--- src/rtl/uart_rx_deframer.sv ---
`timescale 1ns/1ps
`default_nettype none
// +----------------------------------------------------------------------+
// | uart_rx_deframer : 16x-oversampled UART receive deframer             |
// | Rev 1.0                                                              |
// +----------------------------------------------------------------------+
module uart_rx_deframer #(
    parameter int OSR         = 16,
    parameter int MID         = 7,
    parameter int SYNC_STAGES = 2
) (
    input  logic       clk,
    input  logic       rst,
    input  logic       baud_pulse,
    input  logic       rx,
    input  logic [1:0] wls,
    input  logic       pen,
    input  logic       eps,
    input  logic       sp,
    output logic [7:0] rx_out,
    output logic       push,
    output logic       pe,
    output logic       fe,
    output logic       bi,
    output logic       busy
);

    localparam int TW = (OSR > 1) ? $clog2(OSR) : 1;
    localparam logic [TW-1:0] C_TICK_MID = TW'(MID);
    localparam logic [TW-1:0] C_TICK_END = TW'(OSR - 1);

    typedef enum logic [2:0] {
        S_IDLE      = 3'd0,
        S_START     = 3'd1,
        S_DATA      = 3'd2,
        S_PARITY    = 3'd3,
        S_STOP      = 3'd4,
        S_WAIT_MARK = 3'd5
    } state_t;

    logic [SYNC_STAGES-1:0] sync_q;
    logic                   w_rxs;

    generate
        if (SYNC_STAGES > 1) begin : g_sync_multi
            always_ff @(posedge clk) begin
                if (rst) sync_q <= '1;
                else     sync_q <= {sync_q[SYNC_STAGES-2:0], rx};
            end
        end else begin : g_sync_single
            always_ff @(posedge clk) begin
                if (rst) sync_q <= '1;
                else     sync_q <= rx;
            end
        end
    endgenerate

    assign w_rxs = sync_q[SYNC_STAGES-1];

    state_t          state_q,  state_d;
    logic [TW-1:0]   tick_q,   tick_d;
    logic [2:0]      bitcnt_q, bitcnt_d;
    logic [7:0]      shift_q,  shift_d;
    logic            parbit_q, parbit_d;
    logic [1:0]      wls_q,    wls_d;
    logic            pen_q,    pen_d;
    logic            eps_q,    eps_d;
    logic            sp_q,     sp_d;
    logic [7:0]      rx_out_q, rx_out_d;
    logic            pe_q,     pe_d;
    logic            fe_q,     fe_d;
    logic            bi_q,     bi_d;
    logic            push_q,   push_d;

    logic w_tick_end;
    logic w_tick_mid;
    logic w_last_bit;
    logic w_exp_par;
    logic w_pe;
    logic w_bi;

    assign w_tick_end = (tick_q == C_TICK_END);
    assign w_tick_mid = (tick_q == C_TICK_MID);
    assign w_last_bit = (bitcnt_q == (3'd4 + {1'b0, wls_q}));
    // Shift register is cleared at frame start, so unused upper bits add nothing to the XOR.
    assign w_exp_par  = sp_q ? ~eps_q : ((^shift_q) ^ ~eps_q);
    assign w_pe       = pen_q & (parbit_q != w_exp_par);
    assign w_bi       = (shift_q == 8'h00) & ~parbit_q & ~w_rxs;

    always_comb begin
        state_d  = state_q;
        tick_d   = tick_q;
        bitcnt_d = bitcnt_q;
        shift_d  = shift_q;
        parbit_d = parbit_q;
        wls_d    = wls_q;
        pen_d    = pen_q;
        eps_d    = eps_q;
        sp_d     = sp_q;
        rx_out_d = rx_out_q;
        pe_d     = pe_q;
        fe_d     = fe_q;
        bi_d     = bi_q;
        push_d   = 1'b0;

        if (baud_pulse) begin
            case (state_q)
                S_IDLE: begin
                    if (!w_rxs) begin
                        state_d  = S_START;
                        tick_d   = '0;
                        bitcnt_d = '0;
                        shift_d  = '0;
                        parbit_d = 1'b0;
                        wls_d    = wls;
                        pen_d    = pen;
                        eps_d    = eps;
                        sp_d     = sp;
                    end
                end
                S_START: begin
                    if (w_tick_mid) begin
                        tick_d   = '0;
                        bitcnt_d = '0;
                        state_d  = w_rxs ? S_IDLE : S_DATA;
                    end else begin
                        tick_d = tick_q + 1'b1;
                    end
                end
                S_DATA: begin
                    if (w_tick_end) begin
                        shift_d[bitcnt_q] = w_rxs;
                        tick_d            = '0;
                        bitcnt_d          = bitcnt_q + 1'b1;
                        if (w_last_bit) begin
                            state_d = pen_q ? S_PARITY : S_STOP;
                        end
                    end else begin
                        tick_d = tick_q + 1'b1;
                    end
                end
                S_PARITY: begin
                    if (w_tick_end) begin
                        parbit_d = w_rxs;
                        tick_d   = '0;
                        state_d  = S_STOP;
                    end else begin
                        tick_d = tick_q + 1'b1;
                    end
                end
                S_STOP: begin
                    if (w_tick_end) begin
                        tick_d   = '0;
                        rx_out_d = shift_q;
                        pe_d     = w_pe;
                        fe_d     = ~w_rxs;
                        bi_d     = w_bi;
                        push_d   = 1'b1;
                        // Returning to idle at mid-stop lets a following start bit be caught early.
                        state_d  = w_bi ? S_WAIT_MARK : S_IDLE;
                    end else begin
                        tick_d = tick_q + 1'b1;
                    end
                end
                S_WAIT_MARK: begin
                    if (w_rxs) begin
                        state_d = S_IDLE;
                    end
                end
                default: begin
                    state_d = S_IDLE;
                    tick_d  = '0;
                end
            endcase
        end
    end

    always_ff @(posedge clk) begin
        if (rst) begin
            state_q  <= S_IDLE;
            tick_q   <= '0;
            bitcnt_q <= '0;
            shift_q  <= '0;
            parbit_q <= 1'b0;
            wls_q    <= 2'b00;
            pen_q    <= 1'b0;
            eps_q    <= 1'b0;
            sp_q     <= 1'b0;
            rx_out_q <= 8'h00;
            pe_q     <= 1'b0;
            fe_q     <= 1'b0;
            bi_q     <= 1'b0;
            push_q   <= 1'b0;
        end else begin
            state_q  <= state_d;
            tick_q   <= tick_d;
            bitcnt_q <= bitcnt_d;
            shift_q  <= shift_d;
            parbit_q <= parbit_d;
            wls_q    <= wls_d;
            pen_q    <= pen_d;
            eps_q    <= eps_d;
            sp_q     <= sp_d;
            rx_out_q <= rx_out_d;
            pe_q     <= pe_d;
            fe_q     <= fe_d;
            bi_q     <= bi_d;
            push_q   <= push_d;
        end
    end

    assign rx_out = rx_out_q;
    assign push   = push_q;
    assign pe     = pe_q;
    assign fe     = fe_q;
    assign bi     = bi_q;
    assign busy   = (state_q != S_IDLE);

endmodule

`default_nettype wire

--- config.mk ---
export PLATFORM = sky130hd
export DESIGN_NAME = uart_rx_deframer
export DESIGN_NICKNAME = d
export VERILOG_FILES = /design/src/rtl/uart_rx_deframer.sv
export SDC_FILE = /design/constraint.sdc
export NUM_CORES = 1
export LEC_CHECK = 0
export BUFFER_PORTS_ARGS = -buffer_cell sky130_fd_sc_hd__buf_2
export CAP_MARGIN = 20
export CORE_MARGIN = 8
export CORE_UTILIZATION = 39
export DETAILED_ROUTE_END_ITERATION = 10
export GPL_TIMING_DRIVEN = 0
export PLACE_DENSITY = 0.55
export SLEW_MARGIN = 40
export SYNTH_ARGS = -nofsm -noshare
export SYNTH_HDL_FRONTEND = slang
export SYNTH_SLANG_ARGS = --single-unit
--- constraint.sdc ---
create_clock -name clk -period 2.8 [get_ports clk]
set_clock_uncertainty 0.05 [all_clocks]
set_input_delay 0.14 -clock clk [delete_from_list [all_inputs] [get_ports clk]]
set_output_delay 0.14 -clock clk [all_outputs]
set_load 0.02 [all_outputs]
# Yosys cells after proc, flatten, opt, wreduce, memory -nomap -nowiden
# Cells that the tools add are included.
[classes]
n_addsub = 3
n_lt_le_gt_ge = 2
n_eq_ne = 16
mux = 30
bitwise_logic = 10
n_reduce_logical = 17
[op_table]
columns = ["op", "n"]
rows = [
  ["3-bit 2-to-1 mux", 12],
  ["3-bit case mux with 6 select lines", 1],
  ["8-bit 2-to-1 mux", 2],
  ["4-bit case mux with 4 select lines", 1],
  ["8-bit case mux with 2 select lines", 1],
  ["2-bit inequality test (second input constant)", 7],
  ["4-bit 2-to-1 mux", 3],
  ["3-bit case mux with 3 select lines", 1],
  ["3-bit AND reduction", 3],
  ["8-bit bitwise mux", 1],
  ["8-bit logical NOT", 1],
  ["4-bit AND reduction", 2],
  ["8-bit AND reduction", 1],
  ["8-bit parity", 1],
  ["3-bit by 2-bit == test with 1-bit output (second input constant)", 2],
  ["3-bit == test (second input constant)", 2],
  ["1-bit NOT", 6],
  ["3-bit nonzero test", 2],
  ["3-bit OR reduction", 2],
  ["1-bit 2-to-1 mux", 5],
  ["5-bit AND reduction", 1],
  ["4-bit by 1-bit adder with 4-bit output (second input constant)", 1],
  ["4-bit by 3-bit == test with 1-bit output (second input constant)", 1],
  ["4-bit == test (second input constant)", 1],
  ["15 further kinds", 18],
]
[word_totals]
register_bits = 38
input_bits = 9
wordCells = 93

# Logic depth before layout (Yosys ltp)
# Gate-level depths: netlist of the first run.
[depth]
ltp_word = 7
ltp_mapped = 7
ltp_nobuf = 7

# Worst setup path before layout of the first run
# No wires, ideal clock.
[synth_timing]
path_kind = "reg2reg"
startpoint = "register tick_q[0]"
endpoint = "register tick_q[3]"
setup_ns = 0.074
t_arrival_ns = 1.760
slack_ns = 0.916
path_stages_with_launch = 7
path_buffers = 0
synth_period_minus_slack_ns = 1.884
cell_sequence = "dfxtp_1 ha_1 and3_1 a221oi_4 nand2_1 or4_1 a31oi_1"
[synth_via]
elab_chain_len = 3
elab_cells_between_ends = 6
cone_classes = "add/sub: 1; eq/ne: 2; mux: 3"
[synth_rtl]
columns = ["element", "line", "rtl"]
rows = [
  ["start, declared", "61", "logic [TW-1:0] tick_q, tick_d;"],
  ["start signal, assigned", "196", "tick_q <= tick_d;"],
  ["4-bit by 1-bit adder with 4-bit output (tied with other cells)", "n/a", ""],
  ["4-bit 2-to-1 mux, on equally long branches", "n/a", ""],
  ["4-bit case mux with 4 select lines (*)", "107", "case (state_q)"],
]
# Mark *: on every way between the ends. The rest lies on a longest branch, timed or not.
# A chain may end at the register's enable or synchronous reset.

# Worst setup path after layout of the first run
[layout_timing]
startpoint = "register tick_q[0]"
endpoint = "register bitcnt_q[1]"
[layout_via]
elab_chain_len = 3
elab_cells_between_ends = 5
cone_classes = "eq/ne: 4; reduce/logical: 1"
[layout_rtl]
columns = ["element", "line", "rtl"]
rows = [
  ["4-bit by 3-bit == test with 1-bit output / 4-bit == test (equally long branches)", "83, 82", ""],
  ["2-bit inequality test (no line)", "n/a", ""],
  ["5-bit AND reduction (no line) (*)", "n/a", ""],
  ["end signal, assigned", "197", "bitcnt_q <= bitcnt_d;"],
  ["end, declared", "62", "logic [2:0] bitcnt_q, bitcnt_d;"],
]
# Marks and branches as above.

==> insert_results.sql, run 1 <==
INSERT INTO impl_metrics (metric_group, metric, value, unit) VALUES
('sta', 'post-route-min-period', '2070', 'ps'),
('pwr', 'power_per_standard_cell_area', '503', 'nW/um^2'),
('global_routing', 'grt_pass1_vias', '1590', ''),
('pwr', 'total_power', '1.11', 'mW'),
('clock_network', 'cts_buffers', '5', ''),
('worst_hold_path', 'origin_of_the_worst_min_delay_path', 'sp', ''),
('floorplanning', 'floorplan.die.height', '86.2', 'um'),
('routing', 'wl_per_cell', '14.3', 'um'),
('pwr', 'peakVddDrop', '0.196', 'mV'),
('pwr', 'pwr-share-comb', '0.135', ''),
('global_routing', 'grt_max_degree', '13', ''),
('worst_setup_path', 'capturing_element_type_of_the_critical_path', 'flip-flop', ''),
('floorplanning', 'design.die.area', '7430', 'um^2'),
('routing', 'drc_errors', '0', ''),
('sta', 'clock.fmax', '483', 'MHz'),
('synthesis', 'mappedNetlistNets', '250', ''),
('synthesis', 'yosysWarningCount', '0', ''),
('pwr', 'static_leakage', '0.843', 'nW'),
('sta', 'holdWs', '20.8', 'ps'),
('global_routing', 'grt_usage', '0.132', ''),
('pwr', 'netSwitchingFraction', '0.280', ''),
('sta', 'worstMarginPinSlew', '605', 'ps'),
('routing', 'drt.antenna.violating_nets', '0', ''),
('synthesis', 'synth.area.top_cells', 'dfxtp_1 (40%), nor2_1 (7.4%), a21oi_1 (6.3%), ha_1 (3.9%), mux2i_1 (3.6%)', ''),
('worst_hold_path', 'worst_hold_path_type', 'input port to flip-flop', ''),
('sta', 'fin_tns_setup', '0', 'ps'),
('status', 'run_status', 'completed', ''),
('worst_setup_path', 'reg2reg_slack', '730', 'ps'),
('global_routing', 'globalRoute.totalOverflow', '0', ''),
('synthesis', 'synth-seq-cells', '38', ''),
('pwr', 'seqPwrFrac', '0.503', ''),
('worst_hold_path', 'min_delay_path_depth', '3', ''),
('synthesis', 'synthTopCellsByCount', 'dfxtp_1 (38), nor2_1 (38), a21oi_1 (24)', ''),
('synthesis', 'synth-edff-count', '0', ''),
('worst_setup_path', 'worstPathMaxFanout', '7', ''),
('clock_network', 'tritoncts', 'done', ''),
('routing', 'vias_per_cell', '5.18', ''),
('routing', 'routed-via-count', '1721', ''),
('clock_network', 'post-cts-setup-buffers', '0', ''),
('sta', 'finalCritPeriodShare', '0.739', ''),
('clock_network', 'cts_root_buffer', 'clkbuf_8', ''),
('clock_network', 'cts.clk_slew.worst_paths', '80', 'ps'),
('global_routing', 'grt_antenna_before_repair', '0', ''),
('worst_setup_path', 'worstSetupPathType', 'flip-flop to flip-flop', ''),
('sta', 'setup-violations-final', '0', ''),
('sta', 'maxSlewViolCount', '0', ''),
('cells_and_area', 'relative_area_change_from_synthesis_to_final_layout', '15.3', '%'),
('worst_setup_path', 'required', '2960', 'ps'),
('synthesis', 'async_flop_share', '0', ''),
('placement', 'gp_routability_congestion', '0.871', ''),
('sta', 'worst_slew_margin_rel', '0.594', ''),
('placement', 'dp_hpwl', '3520', 'um'),
('routing', 'drc_marker_count_from_the_first_detailed_route_iteration', '97', ''),
('cells_and_area', 'drive_above_1_share', '0.151', ''),
('worst_setup_path', 'data_arrival_critical_path', '2230', 'ps'),
('synthesis', 'synthDominantAreaCellType', 'dfxtp_1', ''),
('synthesis', 'synthDistinctLibCells', '43', ''),
('clock_network', 'clock_latency', '290', 'ps'),
('pwr', 'power.switching', '0.312', 'mW'),
('clock_network', 'clock-sinks', '38', ''),
('worst_setup_path', 'timing.critical_path.from_type', 'flip-flop', ''),
('placement', 'dp_slack', '762', 'ps'),
('sta', 'final_hold_viol_count', '0', ''),
('clock_network', 'post_cts_resize_count', '0', ''),
('placement', 'place_area', '2110', 'um^2'),
('floorplanning', 'chipWidth', '86.2', 'um'),
('synthesis', 'post_synth_inst_count', '235', ''),
('worst_setup_path', 'regToRegEndpoint', 'bitcnt_q[1]', ''),
('synthesis', 'synth.yosys.seq_area_share', '0.396', ''),
('global_routing', 'grt_first_pass_wirelength', '7790', 'um'),
('synthesis', 'synth_flop_cell', 'dfxtp_1', '');
==> metrics by stage <==
stage / util / std cells
6_report: 0.469 / 332
5_1_grt: 0.469 / 332
4_1_cts: 0.469 / 332
3_5_place_dp: 0.447 / 323
3_3_place_gp: 0.447 / 323
2_1_floorplan: - / 235
==> area by class of cell <==
class	instances	area [um^2]
buffer	12	48.8
clock buffer	6	82.6
clock inverter	2	12.5
fill	492	2510
inverter	15	56.3
multi-input combinational	170	1050
sequential	38	761
tap	67	83.8
timing repair buffer	22	115
==> critical path, cell delays in order, from the launching register on <==
cell     delay (ps)
dfxtp_1         370
ha_1            220
and3_1          300
nand2_1         200
a311o_1         450
or2_0           240
a21oi_1         150
==> cells in the final DEF (no fill, tap or decap), types with 3 or more instances in the layout <==
cell type	count
clkbuf_8	6
nor2b_1	3
a211oi_1	4
or2_2	3
nand2b_1	4
o211ai_1	4
a32o_1	4
nor3_1	4
clkbuf_1	9
nand2_1	14
o21ai_0	12
xnor2_1	7
nor2_1	38
buf_2	24
a21oi_1	24
nand4_1	4
a31oi_1	4
nand3_1	3
dfxtp_1	38
inv_1	14
mux2i_1	7
ha_1	6
==> routing by layer <==
layer  global-route usage  routed length (um)  up-vias
met5                    0                   0        -
met4               0.0469                  66        0
met3               0.0340                 230        7
met2                0.201                2110       41
met1                0.175                2340      784
li1                     -                   -      889
==> kinds of logic (layout without fill, tap and decap cells) <==
kind of cell / count (synthesis) / after routing / share of synthesized area
muxes: 7 / 7 / 0.0365
adders and majority gates: 6 / 6 / 0.0391
and+or+nand+nor: 88 / 88 / 0.227
AOI/OAI and AO/OA: 62 / 62 / 0.214
buffers and inverters: 27 / 57 / 0.0547
DFF: 38 / 38 / 0.396
xor gates and xnor gates: 7 / 7 / 0.0319
==> registers in the layout, summed over array words and instances, names as in the netlist <==
register	cells
state_q	3
eps_q	1
bitcnt_q	3
sp_q	1
tick_q	4
shift_q	8
rx_out	8
wls_q	2
pe	1
fe	1
push	1
sync_q	2
bi	1
pen_q	1
parbit_q	1
==> how the worst max path moves through the flow <==
stage / depth (start not counted) / startpoint / end
2_1_floorplan: 6 / tick_q[0] / tick_q[3]
3_3_place_gp: 6 / tick_q[0] / tick_q[3]
3_5_place_dp: 6 / tick_q[0] / tick_q[3]
4_1_cts: 6 / tick_q[0] / bitcnt_q[1]
5_1_grt: 6 / tick_q[0] / tick_q[3]
6_report: 6 / tick_q[0] / bitcnt_q[1]
==> power by group through the flow <==
stage | Combinational [mW] | Clock [mW] | Sequential, mW
after floorplan | 0.114 | 0 | 0.569
after global placement | 0.150 | 0 | 0.573
after detailed placement | 0.149 | 0 | 0.573
after CTS | 0.151 | 0.415 | 0.560
after global routing | 0.168 | 0.434 | 0.562
final | 0.151 | 0.403 | 0.560
Note: power is estimated with default switching activity, not from simulation.
==> run 2: changes to the inputs <==
clock period = 1.92 ns   (was 2.8 ns; I/O delays follow)
==> run 2 against run 1 <==
Net effect: core utilization is 4.3 points higher; first-iteration DRC count is 8.2% lower; sequential cell count stayed put; sequential share of layout area is 2.5 points lower; cell area is 9.3% higher; register-to-register slack worse by 670 ps.
==> insert_results.sql, run 2 (synthesis gave the netlist of run 1 again) <==
INSERT INTO impl_metrics (metric_group, metric, value, unit) VALUES
('status', 'run_status', 'completed', ''),
('routing', 'vias_per_cell', '5.21', ''),
('worst_setup_path', 'worst_setup_path_endpoint', 'tick_q[0]', ''),
('cells_and_area', 'layout.cells.most_common_list', 'nor2_1 (38), dfxtp_1 (32), buf_2 (24)', ''),
('worst_setup_path', 'cells_on_worst_reg2reg_path', '7', ''),
('pwr', 'static_leakage', '0.890', 'nW'),
('worst_setup_path', 'data_arrival_critical_path', '2020', 'ps'),
('global_routing', 'grt_max_degree', '13', ''),
('cells_and_area', 'num_antenna_cells', '0', ''),
('cells_and_area', 'fillerInstances', '462', ''),
('sta', 'clock.fmax', '538', 'MHz'),
('pwr', 'netSwitchingFraction', '0.284', ''),
('routing', 'routed-via-count', '1772', ''),
('clock_network', 'cts.clk_slew.worst_paths', '80', 'ps'),
('pwr', 'pwr-share-comb', '0.158', ''),
('cells_and_area', 'drive_above_1_share', '0.238', ''),
('clock_network', 'cts_root_buffer', 'clkbuf_8', ''),
('pwr', 'power_internal', '1.20', 'mW'),
('worst_setup_path', 'timing.critical_path.from_type', 'flip-flop', ''),
('worst_setup_path', 'worst_r2r_startpoint', 'tick_q[0]', ''),
('placement', 'place_inst', '323', ''),
('worst_setup_path', 'regToRegEndpoint', 'tick_q[0]', ''),
('clock_network', 'ctsLongestPathBuffers', '2', ''),
('clock_network', 'ctsHtreeMaxLevel', '2', ''),
('cells_and_area', 'layoutNonFillerInstCount', '340', ''),
('worst_hold_path', 'worst_hold_path_type', 'input port to flip-flop', ''),
('pwr', 'peakVddDrop', '0.286', 'mV'),
('global_routing', 'grt_pass1_vias', '1625', ''),
('placement', 'dp_hpwl', '3520', 'um'),
('sta', 'maxSlewViolCount', '0', ''),
('sta', 'worstMarginPinSlew', '530', 'ps'),
('cells_and_area', 'finalInstanceArea', '2420', 'um^2'),
('floorplanning', 'core_region_area', '4720', 'um^2'),
('floorplanning', 'chipWidth', '86.2', 'um'),
('worst_setup_path', 'reg2reg_slack', '60', 'ps'),
('floorplanning', 'row_count', '25', ''),
('worst_setup_path', 'cp-startpoint', 'tick_q[0]', ''),
('sta', 'finalCritPeriodShare', '0.968', ''),
('sta', 'setup-violations-final', '0', ''),
('global_routing', 'grt_first_pass_wirelength', '7960', 'um'),
('floorplanning', 'floorplan.die.height', '86.2', 'um'),
('global_routing', 'grt_antenna_before_repair', '0', ''),
('pwr', 'power.switching', '0.474', 'mW'),
('routing', 'drc_marker_count_from_the_first_detailed_route_iteration', '89', ''),
('floorplanning', 'floorplan.initialDensity', '0.407', ''),
('floorplanning', 'design.die.area', '7430', 'um^2'),
('routing', 'drt.antenna.violating_nets', '0', ''),
('routing', 'drtPass1Iterations', '4', ''),
('floorplanning', 'io_pins', '22', ''),
('sta', 'final_hold_viol_count', '0', ''),
('worst_setup_path', 'worstPathMaxFanout', '4', ''),
('worst_setup_path', 'worstSetupPathType', 'flip-flop to flip-flop', ''),
('routing', 'postRouteWirelength', '5030', 'um'),
('sta', 'worst_slew_margin_rel', '0.647', ''),
('global_routing', 'grt_usage', '0.135', ''),
('run', 'max_cap_viol_count', '0', ''),
('sta', 'setup_slack', '61.1', 'ps'),
('placement', 'dp_slack', '-118', 'ps'),
('routing', 'drc_errors', '0', ''),
('worst_setup_path', 'required', '2080', 'ps'),
('global_routing', 'globalRoute.totalOverflow', '0', ''),
('clock_network', 'tritoncts', 'done', ''),
('pwr', 'share_clk_of_total_power', '0.351', ''),
('clock_network', 'clock-sinks', '38', ''),
('placement', 'gp_routability_congestion', '0.871', ''),
('pwr', 'power_per_standard_cell_area', '691', 'nW/um^2'),
('clock_network', 'clock_latency', '290', 'ps'),
('cells_and_area', 'layout.core_utilization', '0.512', ''),
('routing', 'wl_per_cell', '14.8', 'um'),
('pwr', 'seqPwrFrac', '0.491', ''),
('cells_and_area', 'most_common_cell_after_layout_fill_and_taps_aside', 'nor2_1', ''),
('placement', 'place_area', '2110', 'um^2'),
('cells_and_area', 'nets', '287', ''),
('placement', 'buffer_ports.inserted', '21', ''),
('worst_setup_path', 'capturing_element_type_of_the_critical_path', 'flip-flop', ''),
('sta', 'post-route-min-period', '1860', 'ps'),
('clock_network', 'cts_buffers', '5', ''),
('cells_and_area', 'relative_area_change_from_synthesis_to_final_layout', '26.0', '%');
run 2: through the flow:
stage	TNS (ps)	hold WS, ps	power [mW]
4_1_cts	0	1.12	1.66
2_1_floorplan	0	150	0.996
3_3_place_gp	-235	230	1.05
6_report	0	10.4	1.67
3_5_place_dp	-274	230	1.05
5_1_grt	-27.5	4.74	1.74
run 2: power by group through the flow:
stage / logic (mW) / clock network [mW] / registers, mW
detailed placement: 0.218 / 0 / 0.835
floorplan: 0.166 / 0 / 0.830
global route: 0.289 / 0.632 / 0.822
global placement: 0.219 / 0 / 0.835
finish: 0.264 / 0.587 / 0.820
CTS: 0.236 / 0.605 / 0.817
run 2: layer usage:
layer  vias to the layer above  global-route usage  share of wire
met2                        29               0.206           0.45
met3                         9              0.0340          0.036
met1                       833               0.178           0.49
li1                        901                   -              -
met5                         -                   0              0
met4                         0              0.0469          0.016
run 2: how the worst min path moves through the flow:
stage | from | end | cells after the start
after global placement | rx | sync_q[0] | 2
after floorplan | rx | sync_q[0] | 1
after global routing | wls[1] | wls_q[1] | 3
after CTS | wls[1] | wls_q[1] | 3
final | wls[1] | wls_q[1] | 3
after detailed placement | rx | sync_q[0] | 2
run 2: worst max-delay path, stage by stage, from the launching register on:
cell	delay (ps)
dfxtp_4	370
ha_4	170
and3_4	200
a221oi_4	240
nand2_1	110
buf_4	140
or3_1	350
a21oi_1	150
run 2: area by class of cell:
| class | count | area (um^2) | share of cell area |
|---|---|---|---|
| Buffer | 12 | 50.0 | 0.0207 |
| Clock buffer | 6 | 82.6 | 0.0341 |
| Clock inverter | 2 | 12.5 | 0.00517 |
| Inverter | 15 | 56.3 | 0.0233 |
| Multi-Input combinational cell | 170 | 1180 | 0.487 |
| Sequential cell | 38 | 771 | 0.319 |
| Tap cell | 67 | 83.8 | 0.0346 |
| Timing Repair Buffer | 30 | 185 | 0.0765 |
run 2: repair_timing:
| action | 4_1_cts | 5_1_grt |
|---|---|---|
| hold buffers | 5 | 0 |
| endpoints found under the hold margin | 5 | 0 |
| pin swaps | 2 | 8 |
| cloned | 0 | 0 |
| setup buffers | 1 | 3 |
| resized for setup | 5 | 22 |
| endpoints found under the setup margin | 5 | 24 |
